**src/rtl/tri_sweep_if.sv**
```systemverilog
// tri_sweep_if: sweep request/config and status bundle between register file and tri_sweep_ctrl.
interface tri_sweep_if #(parameter int STEP_W = 32, parameter int DWELL_W = 24);
    logic               start;
    logic               abort;
    logic [STEP_W-1:0]  cfg_step_start;
    logic [STEP_W-1:0]  cfg_step_stop;
    logic [STEP_W-1:0]  cfg_step_inc;
    logic [DWELL_W-1:0] cfg_dwell;
    logic [STEP_W-1:0]  step_out;
    logic               step_valid;
    logic               busy;
    logic               done;
    logic               sweep_dir;
    modport master (
        output start, abort, cfg_step_start, cfg_step_stop, cfg_step_inc, cfg_dwell,
        input  step_out, step_valid, busy, done, sweep_dir
    );
    modport slave (
        input  start, abort, cfg_step_start, cfg_step_stop, cfg_step_inc, cfg_dwell,
        output step_out, step_valid, busy, done, sweep_dir
    );
endinterface

```
**src/rtl/tri_sweep_ctrl.sv**
```systemverilog
// tri_sweep_ctrl: dwell-timed step sweep for the triangle generator; TRI_SWEEP_BIDIR_EN adds a down-leg.
module tri_sweep_ctrl #(
    parameter int STEP_W  = 32,
    parameter int DWELL_W = 24
) (
    input  logic       clk,
    input  logic       rst_n,
    tri_sweep_if.slave io_sw
);
    typedef enum logic [1:0] {
        IDLE = 2'd0,
        UP   = 2'd1,
`ifdef TRI_SWEEP_BIDIR_EN
        DOWN = 2'd2,
`endif
        FIN  = 2'd3
    } state_t;

    state_t             r_state, w_next;
    logic [STEP_W-1:0]  r_stop, r_inc, r_step, w_step, w_up;
    logic [DWELL_W-1:0] r_dwell, r_cnt, w_cnt;
    logic [STEP_W:0]    w_sum;
    logic               r_valid, w_valid, r_busy, r_done;
    logic               w_accept, w_abort, w_expire, w_up_end, w_run;
`ifdef TRI_SWEEP_BIDIR_EN
    logic [STEP_W-1:0]  r_start, w_dn;
    logic [STEP_W:0]    w_diff;
    logic               w_at_start, r_dir;
`endif

    assign w_accept = r_state == IDLE && io_sw.start && !io_sw.abort;
    assign w_abort  = r_state != IDLE && io_sw.abort;
    assign w_expire = r_cnt == '0;
    // carry out of the wide sum means the step would wrap, so clamp to stop
    assign w_sum    = {1'b0, r_step} + {1'b0, r_inc};
    assign w_up     = (w_sum[STEP_W] || w_sum[STEP_W-1:0] > r_stop) ? r_stop : w_sum[STEP_W-1:0];
    assign w_up_end = r_step >= r_stop || r_inc == '0;
`ifdef TRI_SWEEP_BIDIR_EN
    assign w_diff     = {1'b0, r_step} - {1'b0, r_inc};
    assign w_dn       = (w_diff[STEP_W] || w_diff[STEP_W-1:0] < r_start) ? r_start : w_diff[STEP_W-1:0];
    assign w_at_start = r_step <= r_start;
    assign w_run      = r_state == UP || r_state == DOWN;
`else
    assign w_run      = r_state == UP;
`endif

    always_ff @(posedge clk or negedge rst_n) begin
        if (!rst_n) r_state <= IDLE;
        else        r_state <= w_next;
    end

    always_comb begin
        w_next = IDLE;
        case (r_state)
            IDLE: w_next = w_accept ? UP : IDLE;
`ifdef TRI_SWEEP_BIDIR_EN
            // the stop stage's dwell is shared by both legs, so leave it stepping down
            UP:   w_next = (w_expire && w_up_end) ? (w_at_start ? FIN : DOWN) : UP;
            DOWN: w_next = (w_expire && w_at_start) ? FIN : DOWN;
`else
            UP:   w_next = (w_expire && w_up_end) ? FIN : UP;
`endif
            default: w_next = IDLE;
        endcase
        if (w_abort) w_next = IDLE;
    end

    always_comb begin
        w_step  = r_step;
        w_valid = 1'b0;
        w_cnt   = r_cnt;
        if (w_abort) begin
            w_step  = '0;
            w_valid = 1'b1;
        end else if (w_accept) begin
            w_step  = io_sw.cfg_step_start;
            w_valid = 1'b1;
            w_cnt   = io_sw.cfg_dwell;
        end else if (w_run && !w_expire) begin
            w_cnt = r_cnt - DWELL_W'(1);
        end else if (w_run && w_next != FIN) begin
`ifdef TRI_SWEEP_BIDIR_EN
            w_step  = w_next == UP ? w_up : w_dn;
`else
            w_step  = w_up;
`endif
            w_valid = 1'b1;
            w_cnt   = r_dwell;
        end
    end

    always_ff @(posedge clk or negedge rst_n) begin
        if (!rst_n) begin
            r_step  <= '0;
            r_valid <= 1'b0;
            r_busy  <= 1'b0;
            r_done  <= 1'b0;
            r_cnt   <= '0;
            r_stop  <= '0;
            r_inc   <= '0;
            r_dwell <= '0;
`ifdef TRI_SWEEP_BIDIR_EN
            r_start <= '0;
            r_dir   <= 1'b0;
`endif
        end else begin
            r_step  <= w_step;
            r_valid <= w_valid;
            r_cnt   <= w_cnt;
            r_busy  <= w_next != IDLE && w_next != FIN;
            r_done  <= w_next == FIN;
`ifdef TRI_SWEEP_BIDIR_EN
            r_dir   <= w_next == DOWN;
            if (w_accept) r_start <= io_sw.cfg_step_start;
`endif
            if (w_accept) begin
                r_stop  <= io_sw.cfg_step_stop;
                r_inc   <= io_sw.cfg_step_inc;
                r_dwell <= io_sw.cfg_dwell;
            end
        end
    end

    assign io_sw.step_out   = r_step;
    assign io_sw.step_valid = r_valid;
    assign io_sw.busy       = r_busy;
    assign io_sw.done       = r_done;
`ifdef TRI_SWEEP_BIDIR_EN
    assign io_sw.sweep_dir  = r_dir;
`else
    assign io_sw.sweep_dir  = 1'b0;
`endif
endmodule

```
**src/flat_wrapper.sv**
```systemverilog
// flat-port wrapper written by rule: the top's interface ports become plain ports
module tri_sweep_ctrl_flat 
#(
    parameter int STEP_W  = 32,
    parameter int DWELL_W = 24
)
  (clk, rst_n, io_sw_start, io_sw_abort, io_sw_cfg_step_start, io_sw_cfg_step_stop, io_sw_cfg_step_inc, io_sw_cfg_dwell, io_sw_step_out, io_sw_step_valid, io_sw_busy, io_sw_done, io_sw_sweep_dir);
  tri_sweep_if #(.STEP_W(STEP_W), .DWELL_W(DWELL_W)) io_sw_i ();
  input  logic clk;
  input  logic rst_n;
  input wire logic [$bits(io_sw_i.start)-1:0] io_sw_start;
  input wire logic [$bits(io_sw_i.abort)-1:0] io_sw_abort;
  input wire logic [$bits(io_sw_i.cfg_step_start)-1:0] io_sw_cfg_step_start;
  input wire logic [$bits(io_sw_i.cfg_step_stop)-1:0] io_sw_cfg_step_stop;
  input wire logic [$bits(io_sw_i.cfg_step_inc)-1:0] io_sw_cfg_step_inc;
  input wire logic [$bits(io_sw_i.cfg_dwell)-1:0] io_sw_cfg_dwell;
  output wire logic [$bits(io_sw_i.step_out)-1:0] io_sw_step_out;
  output wire logic [$bits(io_sw_i.step_valid)-1:0] io_sw_step_valid;
  output wire logic [$bits(io_sw_i.busy)-1:0] io_sw_busy;
  output wire logic [$bits(io_sw_i.done)-1:0] io_sw_done;
  output wire logic [$bits(io_sw_i.sweep_dir)-1:0] io_sw_sweep_dir;
  assign io_sw_i.start = io_sw_start;
  assign io_sw_i.abort = io_sw_abort;
  assign io_sw_i.cfg_step_start = io_sw_cfg_step_start;
  assign io_sw_i.cfg_step_stop = io_sw_cfg_step_stop;
  assign io_sw_i.cfg_step_inc = io_sw_cfg_step_inc;
  assign io_sw_i.cfg_dwell = io_sw_cfg_dwell;
  assign io_sw_step_out = io_sw_i.step_out;
  assign io_sw_step_valid = io_sw_i.step_valid;
  assign io_sw_busy = io_sw_i.busy;
  assign io_sw_done = io_sw_i.done;
  assign io_sw_sweep_dir = io_sw_i.sweep_dir;
  tri_sweep_ctrl #(.STEP_W(STEP_W), .DWELL_W(DWELL_W)) u_core (.clk(clk), .rst_n(rst_n), .io_sw(io_sw_i));
endmodule
```
**config.mk**
```make
export PLATFORM = sky130hd
export DESIGN_NAME = tri_sweep_ctrl_flat
export DESIGN_NICKNAME = d
export VERILOG_FILES = /design/src/rtl/tri_sweep_if.sv /design/src/rtl/tri_sweep_ctrl.sv /design/src/flat_wrapper.sv
export SDC_FILE = /design/constraint.sdc
export NUM_CORES = 1
export LEC_CHECK = 0
export BUFFER_PORTS_ARGS = -buffer_cell sky130_fd_sc_hd__buf_4
export CORE_ASPECT_RATIO = 0.6
export CORE_MARGIN = 4
export CORE_UTILIZATION = 40
export CTS_CLUSTER_SIZE = 16
export DETAILED_ROUTE_END_ITERATION = 7
export PLACE_DENSITY_LB_ADDON = 0.08
export SETUP_SLACK_MARGIN = 0.05
export SYNTH_ARGS = -nofsm -noshare
export SYNTH_HDL_FRONTEND = slang
export SYNTH_SLANG_ARGS = --single-unit
```
**constraint.sdc**
```tcl
create_clock -name clk -period 4.4 [get_ports clk]
set_input_delay 0.66 -clock clk [delete_from_list [all_inputs] [get_ports clk]]
set_output_delay 0.66 -clock clk [all_outputs]
set_load 0.03 [all_outputs]
```
======== Word-level counts from Yosys, hierarchy flattened ========
Cells that the tools add are included.
storage, ports and cells
  register bits after elaboration ......... 149
  input port bits ......................... 124
  output and inout port bits .............. 36
cells by class
  bitwise operators ....................... 1
  add/subtract/negate cells ............... 2
  order comparisons ....................... 2
  reduce and logical (&&, ||, !) cells .... 20
  muxes and demuxes ....................... 16
  eq/ne operators ......................... 4
operators with widths
  kind                     count
  $mux W32                 5
  $mux W24                 3
  $add A32 B32 Y33         1
  $ge A32 B32 Y1           1
  $gt A32 B32 Y1           1
  $logic_not A32 Y1        1
  $logic_not A24 Y1        1
  $sub A24 B1 Y24 const B  1
  $logic_and A1 B1 Y1      7
  $reduce_bool A3 Y1       2
  $mux W1                  5
  $mux W2                  2
  $pmux W2 S2              1
  $reduce_and A2 Y1        2
  $reduce_bool A2 Y1       2
  $ne A3 B1 Y1 const B     1
  $eq A2 B1 Y1 const B     1
  $eq A2 B2 Y1 const B     1
  $logic_not A1 Y1         2
  $logic_not A2 Y1         1
  $logic_or A1 B1 Y1       2
  $ne A2 B2 Y1 const B     1
  $not A1 Y1               1

======== Depth between registers and ports, before layout ========
  word-level depth ........................ 12
  depth in mapped cells ................... 21

======== Least setup slack after synthesis ========
OpenSTA, ideal clock, no wires.
  kind .................................... register to register
  from .................................... reg u_core.r_step[0] (netlist: u_core.io_sw.step_out[0])
  to ...................................... reg u_core.r_step[13] (netlist: u_core.io_sw.step_out[13])
  data required time ...................... 4.265 ns
  cell stages (with the launch flop) ...... 21
  data arrival time ....................... 4.222 ns
  period minus slack after synthesis ...... 4.357 ns
  path slack .............................. 0.043 ns
  path through ............................ dfrtp_1 -> ha_1 -> fa_1 -> a211oi_2 -> o21ai_1 -> nand2_1 -> o211ai_2 -> a211oi_4 -> o21bai_1 -> xor2_1 -> ha_1 -> and2_0 -> a221o_1 -> a221oi_1 -> o21ai_0 -> nor2_1 -> a21oi_1 -> a21oi_4 -> buf_6 -> mux2i_1 -> o21ai_0
on the way
  cells in the longest elaborated chain, start to end .. 10
  elaborated cells between the ends (all ways) .. 18
  classes of those cells .................. add/sub (1); order compare (2); eq/ne (1); mux (8); reduce/logical (6)
ends and longest elaborated chain
  element                                                                    line                   source
  start, declared                                                            tri_sweep_ctrl.sv:20   logic [STEP_W-1:0] r_stop, r_inc, r_step, w_step, w_up;
  start signal, assigned                                                     tri_sweep_ctrl.sv:107  r_step <= w_step;
  parallel branches: the longest is 10 deep, another holds $add A32 B32 Y33  -
Parallel ways; which one is timed is not known. The select of a mux whose other input is x is not followed.
A chain may end at the register's enable or synchronous reset.

======== Worst setup path after layout ========
  from .................................... reg u_core.r_step[0] (netlist: u_core.io_sw.step_out[0])
  to ...................................... reg u_core.r_step[8] (netlist: u_core.io_sw.step_out[8])
Same word-level chain as after synthesis.

==> flow_summary.json <==
{
  "core-area_sq_um": 24200,
  "numPortBuffers": 158,
  "row_count": 44,
  "cts_tree": "built",
  "synth_largest_area_cell": "dfrtp_1",
  "p_leak_uw": 0.00659,
  "via_per_inst": 5.27,
  "routedWlPerCell_um": 18.3,
  "hold_path.class": "in2async",
  "final.setup.worst_slack_ns": -0.213,
  "peakVddDrop_v": 0.000241,
  "relSlewSlack_pct": 38.9,
  "finalSetupViolCount": 31,
  "first_iter_violations": 699,
  "worst_path_max_delay_cell": "dfrtp_2",
  "syn_area_sq_um": 9820,
  "period_share_pct": 105,
  "fin_nets": 1629,
  "power.total_uw": 6280,
  "failed_checks": "negative setup slack",
  "clock.fmax_mhz": 217,
  "htreeDepth": 4,
  "antenna_found_initial": 1,
  "vias": 9158,
  "path_clk_slew_ns": 0.06,
  "synthArstFlopShare_pct": 100,
  "syn_nets": 1357,
  "synth_top_area_share_pct": 38.0,
  "grt_overflow_total": 0,
  "ant_nets": 0,
  "max-cap-violations": 0,
  "grtUsageTotal_pct": 23.5,
  "grt_first_pass_wirelength_um": 50100,
  "cp_max_fo": 6,
  "grt_max_degree": 95,
  "dr.pass1.iters": 5,
  "synth_edf_count": 0,
  "r2r_start": "u_core.io_sw.step_out[0]",
  "maxSlewViolCount": 0,
  "path_class": "reg2reg",
  "crit_family": "compound AO/OA/AOI/OAI gates",
  "hold_violations": 0,
  "synthCells": 1133,
  "cp.arrival_ns": 4.93,
  "ys_top_cells_by_area": "dfrtp_1 (38%), ha_1 (13%), nand2_1 (9.6%), o21ai_0 (5.1%), a21oi_1 (4.1%)",
  "gp_congestion": 0.900,
  "seq_area_sq_um": 3730,
  "end_kind": "register",
  "crit_chain": "ha_4 > fa_2 > a211oi_4 > o21ai_2 > nand2_2 > o211ai_4 > a211oi_4 > buf_6 > o31ai_4 > xor2_2 > ha_1 > and4_1 > nand4_1 > nor2_2 > nand3_2 > nor2_2 > a21oi_2 > a21oi_4 > buf_6 > buf_12 > mux2i_1 > o21ai_1",
  "route.detailed.drc": 0,
  "fin_hold_ws_ns": 0.290,
  "drive_gt1_share_pct": 26.6,
  "max_stage_delay_ns": 0.42,
  "status": "finished, violations left",
  "clk_path_buf_depth": 2,
  "cts_sinks": 149,
  "synth_seq_cells": 149,
  "utilization_pct": 54.3,
  "clk_root_buffer_cell": "clkbuf_16",
  "power_density_nw_per_um2": 479,
  "tightestPinTransition_ns": 0.917,
  "die_height_um": 129,
  "ys.warnings.count": 0,
  "critical_path.startpoint_type": "register",
  "synth_common_cells": "nand2_1 (250), dfrtp_1 (149), o21ai_0 (101)",
  "multi_input_area_sq_um": 5910,
  "grt_pass1_vias": 8789,
  "ioPinCount": 160,
  "ys.flop_type": "dfrtp_1",
  "dp_hpwl_um": 23900,
  "min_period_ns": 4.61,
  "die_w_um": 210,
  "yosysSeqAreaShare_pct": 38.0,
  "dieArea_sq_um": 27200,
  "wl_um": 31800,
  "crit_start": "u_core.io_sw.step_out[0]",
  "area_growth_pct": 33.5,
  "fillers": 2295,
  "syn-mean-instance-area_sq_um": 8.67,
  "clk_latency_ns": 0.44,
  "synth.most_common_cell": "nand2_1",
  "synth_cell_types": 67,
  "skew_ns": 0.00816,
  "start_util_pct": 40.6,
  "cts_made_buffers": 17,
  "rsz0062_at_grt": "true",
  "cts.hold.buffers_added": 0,
  "path_buf_inv": 3,
  "cp.required_ns": 4.71
}
==> routing by layer <==
metal  global-route usage, %  wire, um  vias to the layer above
li1                        -         -                     4564
met1                    38.4     17200                     4352
met2                    31.6     12600                      225
met3                    4.84      1820                       17
met4                    4.64       225                        0
met5                       0         0                        -
==> repair_timing <==
item,4_1_cts,5_1_grt
setup endpoints to repair,32,32
gates cloned,2,1
setup buffers,16,2
pin swaps,9,15
gates resized for setup,37,14
==> worst paths after layout <==
kind | slack [ns] | cells after the start | end
min | 0.29 | 1 | u_core.r_stop[3]
max | -0.21 | 22 | u_core.io_sw.step_out[8]
max in group asynchronous | 3.13 | 2 | u_core.io_sw.step_out[10]
min in group clk | 0.41 | 3 | u_core.r_inc[18]
max reg2reg | -0.21 | 22 | u_core.io_sw.step_out[8]
min reg2reg | 0.47 | 2 | u_core.r_dwell[17]
==> cell usage in the layout (no fill, tap or decap), drive strengths merged, types with 29 or more instances in the layout <==
cell type  netlist  routed
a22oi           32      32
o21ai          128     128
nor2            44      44
dfrtp          149     149
a21oi           84      84
mux2i           29      29
inv             45      45
buf             18     298
ha              99      99
nand2          250     250
==> state kept, by name (all words and copies together) (netlist names), 2 cells and up <==
name                   count
u_core.io_sw.step_out     32
u_core.r_inc              32
u_core.r_stop             32
u_core.r_cnt              24
u_core.r_dwell            24
u_core.r_state             2
==> final cells by class <==
| cell class | count | share of cell area (%) |
|---|---|---|
| Multi-Input combinational cell | 893 | 45.1 |
| Clock inverter | 11 | 0.878 |
| Antenna cell | 1 | 0.0191 |
| Timing Repair Buffer | 299 | 18.0 |
| Sequential cell | 149 | 28.5 |
| Tap cell | 322 | 3.07 |
| Inverter | 45 | 1.29 |
| Clock buffer | 17 | 3.24 |
==> cell families (layout without fill, tap and decap cells) <==
logic type / count (synthesis) / after routing / synth area share (%)
compound gates: 330 / 330 / 20.7
simple gates: 392 / 392 / 17.9
xor+xnor: 41 / 41 / 3.66
flops: 149 / 149 / 38.0
mux: 29 / 29 / 2.96
fa+ha+maj: 100 / 100 / 12.8
other cells: 1 / 2 / 0.0382
buf+inv: 91 / 372 / 3.95
==> through the flow <==
step	setup TNS, ns	setup slack [ns]	cell area [sq um]	cells
floorplan	0	0.0946	9820	1133
global placement	-9.48	-0.335	12200	1688
detailed placement	-12.52	-0.466	12200	1688
CTS	-3.78	-0.162	13000	1734
global route	-11.86	-0.448	13100	1737
finish	-5.17	-0.213	13100	1737
==> power breakdown <==
| group | switching, uW | internal [uW] | leakage (uW) |
|---|---|---|---|
| registers | 208 | 1590 | 0.00187 |
| logic | 1580 | 1480 | 0.00445 |
| clock network | 604 | 815 | 0.000270 |
No activity file was read; power rests on OpenSTA's default activity.
